$ cat config.mk
export PLATFORM = sky130hd
export DESIGN_NAME = pc_stack_param_flat
export DESIGN_NICKNAME = d
export VERILOG_FILES = /design/src/rtl/pc_stack_if.sv /design/src/rtl/pc_stack_param.sv /design/src/flat_wrapper.sv
export SDC_FILE = /design/constraint.sdc
export NUM_CORES = 1
export LEC_CHECK = 0
export CAP_MARGIN = 15
export CELL_PAD_IN_SITES_DETAIL_PLACEMENT = 2
export CELL_PAD_IN_SITES_GLOBAL_PLACEMENT = 2
export CORE_UTILIZATION = 32
export DETAILED_ROUTE_END_ITERATION = 7
export PLACE_DENSITY_LB_ADDON = 0.1
export SETUP_SLACK_MARGIN = 0.15
export SYNTH_ARGS = -nofsm -noshare
export SYNTH_HDL_FRONTEND = slang
export SYNTH_SLANG_ARGS = --single-unit
$ cat constraint.sdc
create_clock -name clock_i -period 2.71 [get_ports clock_i]
set_input_delay 0.4065 -clock clock_i [delete_from_list [all_inputs] [get_ports clock_i]]
set_output_delay 0.4065 -clock clock_i [all_outputs]
set_load 0.005 [all_outputs]
$ cat src/rtl/pc_stack_if.sv
// Signal bundle between cpu_control/datapath (master) and the PC/return-address stack (slave).
interface pc_stack_if #(
  parameter int ADDR_W  = 12,
  parameter int WORD_W  = 4,
  parameter int DEPTH   = 3,
  parameter int CYCLE_W = 3
);
  localparam int NW   = ADDR_W / WORD_W;
  localparam int DU_W = $clog2(DEPTH + 1);

  logic               halt;
  logic [CYCLE_W-1:0] cycle;
  logic [1:0]         cmd;
  logic [ADDR_W-1:0]  target;
  logic [WORD_W-1:0]  data;
  logic [NW-1:0]      word_wr;
  logic               inc;
  logic [ADDR_W-1:0]  pc;
  logic [WORD_W-1:0]  pc_word;
  logic               pc_enable;
  logic [DU_W-1:0]    depth_used;
  logic               overflow;
  logic               underflow;

  modport master (
    output halt, cycle, cmd, target, data, word_wr, inc,
    input  pc, pc_word, pc_enable, depth_used, overflow, underflow
  );

  modport slave (
    input  halt, cycle, cmd, target, data, word_wr, inc,
    output pc, pc_word, pc_enable, depth_used, overflow, underflow
  );
endinterface

$ cat src/rtl/pc_stack_param.sv
// Program counter plus DEPTH-level circular return-address stack, serialised onto the nibble bus.
// Define PC_STACK_ERR_EN to build the sticky overflow/underflow flags; otherwise they read as 0.
module pc_stack_param #(
  parameter int ADDR_W  = 12,
  parameter int WORD_W  = 4,
  parameter int DEPTH   = 3,
  parameter int CYCLE_W = 3
) (
  input logic         clock_i,
  input logic         reset_i,
  pc_stack_if.slave   bus
);
  localparam int NW    = ADDR_W / WORD_W;
  localparam int DU_W  = $clog2(DEPTH + 1);
  localparam int PTR_W = (DEPTH > 1) ? $clog2(DEPTH) : 1;

  typedef enum logic [1:0] {
    CMD_NONE = 2'b00,
    CMD_CALL = 2'b01,
    CMD_RET  = 2'b10,
    CMD_JUMP = 2'b11
  } cmd_e;

  logic [ADDR_W-1:0] pc_q, pc_d;
  logic [ADDR_W-1:0] lvl_q [DEPTH];
  logic [ADDR_W-1:0] lvl_d [DEPTH];
  logic [PTR_W-1:0]  ptr_q, ptr_d, ptr_inc_s, ptr_dec_s;
  logic [DU_W-1:0]   du_q, du_d;
  logic              full_s, empty_s;
  logic [WORD_W-1:0] pc_word_s;
  cmd_e              cmd_s;

  assign cmd_s     = cmd_e'(bus.cmd);
  assign full_s    = (du_q == DU_W'(DEPTH));
  assign empty_s   = (du_q == '0);
  // Write pointer walks 0..DEPTH-1 and wraps both ways, so a full stack overwrites its oldest entry.
  assign ptr_inc_s = (ptr_q == PTR_W'(DEPTH - 1)) ? '0 : ptr_q + PTR_W'(1'b1);
  assign ptr_dec_s = (ptr_q == '0) ? PTR_W'(DEPTH - 1) : ptr_q - PTR_W'(1'b1);

  // Next-state: halt > cmd > word_wr > inc.
  always_comb begin
    pc_d  = pc_q;
    lvl_d = lvl_q;
    ptr_d = ptr_q;
    du_d  = du_q;
    if (!bus.halt) begin
      case (cmd_s)
        CMD_CALL: begin
          lvl_d[ptr_q] = pc_q + ADDR_W'(bus.inc);
          ptr_d        = ptr_inc_s;
          pc_d         = bus.target;
          du_d         = full_s ? du_q : du_q + DU_W'(1'b1);
        end
        CMD_RET: begin
          ptr_d = ptr_dec_s;
          pc_d  = lvl_q[ptr_dec_s];
          du_d  = empty_s ? du_q : du_q - DU_W'(1'b1);
        end
        CMD_JUMP: begin
          pc_d = bus.target;
        end
        default: begin
          if (|bus.word_wr) begin
            for (int i = 0; i < NW; i++) begin
              if (bus.word_wr[i]) begin
                pc_d[i*WORD_W +: WORD_W] = bus.data;
              end else begin
                pc_d[i*WORD_W +: WORD_W] = pc_q[i*WORD_W +: WORD_W];
              end
            end
          end else if (bus.inc) begin
            pc_d = pc_q + ADDR_W'(1'b1);
          end else begin
            pc_d = pc_q;
          end
        end
      endcase
    end else begin
      pc_d = pc_q;
    end
  end

  // State registers with synchronous reset.
  always_ff @(posedge clock_i) begin
    if (reset_i) begin
      pc_q  <= '0;
      ptr_q <= '0;
      du_q  <= '0;
      for (int i = 0; i < DEPTH; i++) begin
        lvl_q[i] <= '0;
      end
    end else begin
      pc_q  <= pc_d;
      ptr_q <= ptr_d;
      du_q  <= du_d;
      lvl_q <= lvl_d;
    end
  end

  // Nibble mux for the bus: cycle i carries pc bits [i*WORD_W +: WORD_W], zero outside the PC window.
  always_comb begin
    pc_word_s = '0;
    for (int i = 0; i < NW; i++) begin
      pc_word_s = pc_word_s |
                  ({WORD_W{bus.cycle == CYCLE_W'(i)}} & pc_q[i*WORD_W +: WORD_W]);
    end
  end

  assign bus.pc         = pc_q;
  assign bus.pc_word    = pc_word_s;
  assign bus.pc_enable  = ({{(32-CYCLE_W){1'b0}}, bus.cycle} < 32'(NW));
  assign bus.depth_used = du_q;

`ifdef PC_STACK_ERR_EN
  logic ovf_q, unf_q;

  // Sticky misuse flags, cleared only by reset.
  always_ff @(posedge clock_i) begin
    if (reset_i) begin
      ovf_q <= 1'b0;
      unf_q <= 1'b0;
    end else begin
      ovf_q <= ovf_q | (!bus.halt && (cmd_s == CMD_CALL) && full_s);
      unf_q <= unf_q | (!bus.halt && (cmd_s == CMD_RET) && empty_s);
    end
  end

  assign bus.overflow  = ovf_q;
  assign bus.underflow = unf_q;
`else
  assign bus.overflow  = 1'b0;
  assign bus.underflow = 1'b0;
`endif

endmodule

$ cat src/flat_wrapper.sv
// flat-port wrapper written by rule: the top's interface ports become plain ports
module pc_stack_param_flat 
#(
  parameter int ADDR_W  = 12,
  parameter int WORD_W  = 4,
  parameter int DEPTH   = 3,
  parameter int CYCLE_W = 3
)
  (clock_i, reset_i, bus_halt, bus_cycle, bus_cmd, bus_target, bus_data, bus_word_wr, bus_inc, bus_pc, bus_pc_word, bus_pc_enable, bus_depth_used, bus_overflow, bus_underflow);
  pc_stack_if #(.ADDR_W(ADDR_W), .WORD_W(WORD_W), .DEPTH(DEPTH), .CYCLE_W(CYCLE_W)) bus_i ();
  input logic clock_i;
  input logic reset_i;
  input wire logic [$bits(bus_i.halt)-1:0] bus_halt;
  input wire logic [$bits(bus_i.cycle)-1:0] bus_cycle;
  input wire logic [$bits(bus_i.cmd)-1:0] bus_cmd;
  input wire logic [$bits(bus_i.target)-1:0] bus_target;
  input wire logic [$bits(bus_i.data)-1:0] bus_data;
  input wire logic [$bits(bus_i.word_wr)-1:0] bus_word_wr;
  input wire logic [$bits(bus_i.inc)-1:0] bus_inc;
  output wire logic [$bits(bus_i.pc)-1:0] bus_pc;
  output wire logic [$bits(bus_i.pc_word)-1:0] bus_pc_word;
  output wire logic [$bits(bus_i.pc_enable)-1:0] bus_pc_enable;
  output wire logic [$bits(bus_i.depth_used)-1:0] bus_depth_used;
  output wire logic [$bits(bus_i.overflow)-1:0] bus_overflow;
  output wire logic [$bits(bus_i.underflow)-1:0] bus_underflow;
  assign bus_i.halt = bus_halt;
  assign bus_i.cycle = bus_cycle;
  assign bus_i.cmd = bus_cmd;
  assign bus_i.target = bus_target;
  assign bus_i.data = bus_data;
  assign bus_i.word_wr = bus_word_wr;
  assign bus_i.inc = bus_inc;
  assign bus_pc = bus_i.pc;
  assign bus_pc_word = bus_i.pc_word;
  assign bus_pc_enable = bus_i.pc_enable;
  assign bus_depth_used = bus_i.depth_used;
  assign bus_overflow = bus_i.overflow;
  assign bus_underflow = bus_i.underflow;
  pc_stack_param #(.ADDR_W(ADDR_W), .WORD_W(WORD_W), .DEPTH(DEPTH), .CYCLE_W(CYCLE_W)) u_core (.clock_i(clock_i), .reset_i(reset_i), .bus(bus_i));
endmodule
# [After elaboration in Yosys (flattened, before gate mapping)]
# Index checks and enable logic that the tools add are counted.
[totals] register_bits=52 inputBits=28
[classes] n_eq_ne=12 reduce_logical=14 n_addsub=6 order_cmp=4 n_bitwise=8 n_mux=18
[op_table] op="2-to-1 mux 12 bit" n=5
[op_table] op="bitwise mux 36 bit" n=1
[op_table] op="binary-select mux 12 bit (select 2 bit)" n=1
[op_table] op="demux 12 bit (select 2 bit)" n=1
[op_table] op="one-hot mux 12 bit (2 select lines)" n=1
[op_table] op="adder 12 x 1 -> 12 bit" n=1
[op_table] op="adder 12 x 1 -> 12 bit (second input constant)" n=1
[op_table] op="AND 4 bit" n=3
[op_table] op="2-to-1 mux 4 bit" n=3
[op_table] op="inequality test 4 bit (second input constant)" n=3
[op_table] op="AND reduction 3 bit" n=3
[op_table] op="equality test 2 bit (second input constant)" n=4
[op_table] op="2-to-1 mux 2 bit" n=4
[op_table] op="bitwise OR 4 bit" n=2
[op_table] op="one-hot mux 2 bit (2 select lines)" n=2
[op_table] op=">= comparator 3 bit (second input constant)" n=2
[op_table] op="inverter 2 -> 3 bit" n=2
[op_table] op="adder 2 x 1 -> 2 bit (second input constant)" n=2
[op_table] op="logical NOT 2 bit" n=2
[op_table] op="inequality test 2 bit (second input constant)" n=2
[op_table] op="AND reduction 2 bit" n=2
[op_table] op="AND reduction 4 bit" n=1
[op_table] op="nonzero test 4 bit" n=1
[op_table] op="subtractor 2 x 1 -> 2 bit (second input constant)" n=2
[op_table] op="other kinds (11)" n=11

# [Longest topological paths before layout]
[depth] word_depth=7 depth_mapped=10

# [Worst setup path before layout]
# OpenSTA, ideal clock, no wires.
[synth_timing] path_type="in2reg" startpoint="input port bus_cmd[0]" endpoint="register u_core.pc_q[9] (netlist: u_core.bus.pc[9])" stages=9 arrival_ns=2.019 slack_ns=0.573 path_cell_list="clkbuf_1 inv_1 ha_1 buf_2 nor3b_2 buf_2 a221oi_1 o21ai_0 a32o_1"
[synth_via] elab_chain_len=4 word_cells_on_any_way=8
[synth_rtl] item="from (decl)" line_no="flat_wrapper.sv:15" rtl="input wire logic [$bits(bus_i.cmd)-1:0] bus_cmd;"
[synth_rtl] item="equality test 2 x 1 -> 1 bit or equality test 2 bit (tied branches)" line_no="pc_stack_param.sv:47" rtl="case (cmd_s)"
[synth_rtl] item="OR reduction 2 bit (no line)"
[synth_rtl] item="inequality test 4 bit (no line) or nonzero test 4 bit (tied branches)"
[synth_rtl] item="AND reduction 3 bit (no line)"
[synth_rtl] item="to (signal assigned)" line_no="pc_stack_param.sv:93" rtl="pc_q <= pc_d;"
[synth_rtl] item="to (decl)" line_no="pc_stack_param.sv:24" rtl="logic [ADDR_W-1:0] pc_q, pc_d;"
# Parallel ways exist; a longest one is shown, timed or not.
# A chain may end at the register's enable or synchronous reset.

# [Final worst setup path]
[layout_timing] startpoint="input port bus_cycle[0]" endpoint="output port bus_pc_word[2]"
[layout_via] elab_chain_len=4 word_cells_on_any_way=8
[layout_rtl] item="from (decl)" line_no="flat_wrapper.sv:14" rtl="input wire logic [$bits(bus_i.cycle)-1:0] bus_cycle;"
[layout_rtl] item="equality test 3 x 1 -> 1 bit or logical NOT 3 bit (tied branches)" line_no="pc_stack_param.sv:105" rtl="({WORD_W{bus.cycle == CYCLE_W'(i)}} & pc_q[i*WORD_W +: WORD_W]);"
[layout_rtl] item="AND 4 bit" line_no="pc_stack_param.sv:105"
[layout_rtl] item="bitwise OR 4 bit" line_no="pc_stack_param.sv:104" rtl="pc_word_s = pc_word_s |"
[layout_rtl] item="bitwise OR 4 bit *" line_no="pc_stack_param.sv:104"
[layout_rtl] item="to (decl)" line_no="flat_wrapper.sv:21" rtl="output wire logic [$bits(bus_i.pc_word)-1:0] bus_pc_word;"
# Every way passes the cells marked *; elsewhere a longest branch is shown, timed or not.

==> metrics.txt <==
final HPWL from detailed placement=7.87 mm; ANT cells=0; clock buffer count from CTS=5; Final Setup Violations=0; Leak=1.24 nW; Max Used Layer=met4; syn_area_per_cell=8.20 sq um; Initial Util=0.328; layout net count=445; Synth Warn #=0; Main synth FF type=dfxtp_1; internal reg-to-reg setup slack=580 ps; Clock Tree Root=clkbuf_8; Critical R2R Launch=u_core.ptr_q[0]$_SDFFE_PP0P_; Final min period=2370 ps; Reg2Reg Capture Point=u_core.bus.pc[7]$_SDFFE_PP0P_; CP Data Required Time=2300 ps; HP Start=u_core.bus.depth_used[1]$_SDFFE_PP0P_; postcts setup bufs=0; hold path cells=2; Worst Hold Class=flip-flop to flip-flop; Core Util, Final=0.405; Min-Delay Endpoint=u_core.bus.depth_used[0]$_SDFFE_PP0P_; EDFF count, synth=0; post-synthesis cell area=3020 sq um; Max Cap Violations=0; io pins=49; worst vdd ir=0.208 mV; most frequent cell after synthesis=dfxtp_1; max-slew violations=0; largest net degree at the start of global routing=34; via/cell ratio=5.55; Synth top area share=0.345; Highest Clock Rate=422 MHz; Clk Latency, worst-skew pair=310 ps; fraction of registers with async set/reset=0; drt pass-1 iters=4; Die ar.=9820 sq um; layout cells sized above 1=0.0815; Final Hold Vio Count=0; gr usage total=0.209; Syn Inst Count=368; crit path capture type=primary output; Sink Count=52; clk_skew=8.40 ps; GP Congestion=0.790; Rel. slew slack=0.631; antenna violations before repair=0; Wirelength per Cell=19.0 um; post-synth cell types=41; vias in the first global route=3,000; worst reg-to-reg path cell count=7; Final ANT Viol Nets=0; DRT Wirelength=9.81 mm; sequential fraction of the synthesis area=0.345; first-pass GRT wire length=15.9 mm; clock-pin slew on the worst setup and hold paths=100 ps; synth top area cells=dfxtp_1 (34%), mux2i_1 (7.6%), nor2_1 (5.6%); FF+latch count, synth=52; worst-path maximum fanout=6; M1 WL=4.76 mm; Synth area leader=dfxtp_1; RSZ-0062 raised after global routing=false; Pwr per Cell Area=442 nW/um^2; length of routed met2 wiring=4.79 mm; DP Worst Slack=-56.1 ps; Die Ht=99.1 um; synth cell count leaders=dfxtp_1 (52), nor2_1 (45), o21ai_0 (33), a21oi_1 (27), mux2i_1 (23); Slew @ Worst Pin=551 ps; Die Wd=99.1 um; Initial DRC Count=85; Port Buffer Count=46; Tcrit/Tclk final=0.874; Area Overhead vs Synth=23.5%; Critical Path Start Type=input pin; via count=2,865; DRC=0; htree depth=2; core area=9200 sq um; critical path class=input pin to primary output; Critical Path AT=1960 ps; TritonCTS clock tree=done; met3 routed WL=193 um; status=finished clean; global route overflow=0; Final Worst Setup Slack=341 ps; Max Root-Sink Buffers=2; num rows=35
[worst max-delay path: stages]
cell and delay (ps):
clkdlybuf4s50_1 630, mux2i_1 250, nor2_1 60, a21oi_1 130
nor2_1 50, clkdlybuf4s50_1 440
[final cells by class]
type	instances	area, sq um
fillers	1069	5470
multi-input cells	276	1820
flip-flops and latches	52	1040
repair buffers	61	611
well taps	111	139
clock buffers	6	72.6
inverters	8	30.0
clock inverters	2	17.5
[cell families (layout without fill, tap and decap cells)]
| kind of cell | Yosys count | in the layout | synth area share |
|---|---|---|---|
| xor+xnor | 19 | 19 | 0.0551 |
| fa+ha+maj | 13 | 13 | 0.0539 |
| mux | 24 | 24 | 0.0800 |
| other cells | 1 | 2 | 0.00124 |
| flops | 52 | 52 | 0.345 |
| buf+inv | 41 | 77 | 0.0585 |
| compound gates | 106 | 106 | 0.226 |
| simple gates | 112 | 112 | 0.180 |
[cell usage in the layout, fill, tap and decap left out, drive strengths merged, types with 4 or more instances in the layout]
master          n
o21ai          33
ha             13
a221oi         11
buf            15
a21oi          27
nor3           11
clkdlybuf4s50  46
xor2            5
mux2i          23
nor2           45
xnor2          14
nand3          14
dfxtp          52
nor4            5
nand2b          5
nor2b           4
inv            10
a211oi         21
nand2          16
clkbuf          6
[sequential cells by signal, summed over array words and instances, names as in the netlist]
register	count
u_core.bus.depth_used	2
u_core.ptr_q	2
u_core.lvl_q	36
u_core.bus.pc	12
[repair_timing]
item | 4_1_cts | 5_1_grt
hold buffers | 0 | 0
endpoints found under the hold margin | 0 | 0
gates resized for setup | 0 | 2
setup endpoints to repair | 0 | 6
[worst max path at each step]
| stage | end | startpoint | slack, ps |
|---|---|---|---|
| floorplan | u_core.bus.pc[9]$_SDFFE_PP0P_ | bus_cmd[0] | 570 |
| global placement | u_core.bus.pc[7]$_SDFFE_PP0P_ | bus_cmd[0] | 110 |
| detailed placement | u_core.bus.pc[2]$_SDFFE_PP0P_ | bus_cmd[0] | -60 |
| CTS | u_core.bus.pc[2]$_SDFFE_PP0P_ | bus_cmd[0] | 270 |
| global route | bus_pc_word[2] | bus_cycle[1] | 150 |
| finish | bus_pc_word[2] | bus_cycle[0] | 340 |
[per-layer routing]
layer	vias up	track usage
met5	-	0
met1	1439	0.283
met4	0	0.0373
met3	4	0.0239
li1	1386	-
met2	36	0.363
[metrics by stage]
stage / cells / power (mW) / area (sq um) / hold WS (ps) / setup TNS [ps]
finish: 516 / 1.65 / 3730 / 494 / 0
global placement: 508 / 1.18 / 3620 / 475 / 0
global route: 516 / 1.74 / 3730 / 533 / 0
floorplan: 369 / 1.03 / 3020 / 460 / 0
detailed placement: 508 / 1.19 / 3620 / 493 / -174
CTS: 516 / 1.67 / 3710 / 507 / 0
[power by group]
part           total [mW]  switching [mW]  internal [mW]
logic               0.343           0.180          0.164
registers           0.834          0.0399          0.794
clock network       0.469           0.279          0.190
total                1.65           0.498           1.15
Note: power is estimated with default switching activity, not from simulation.
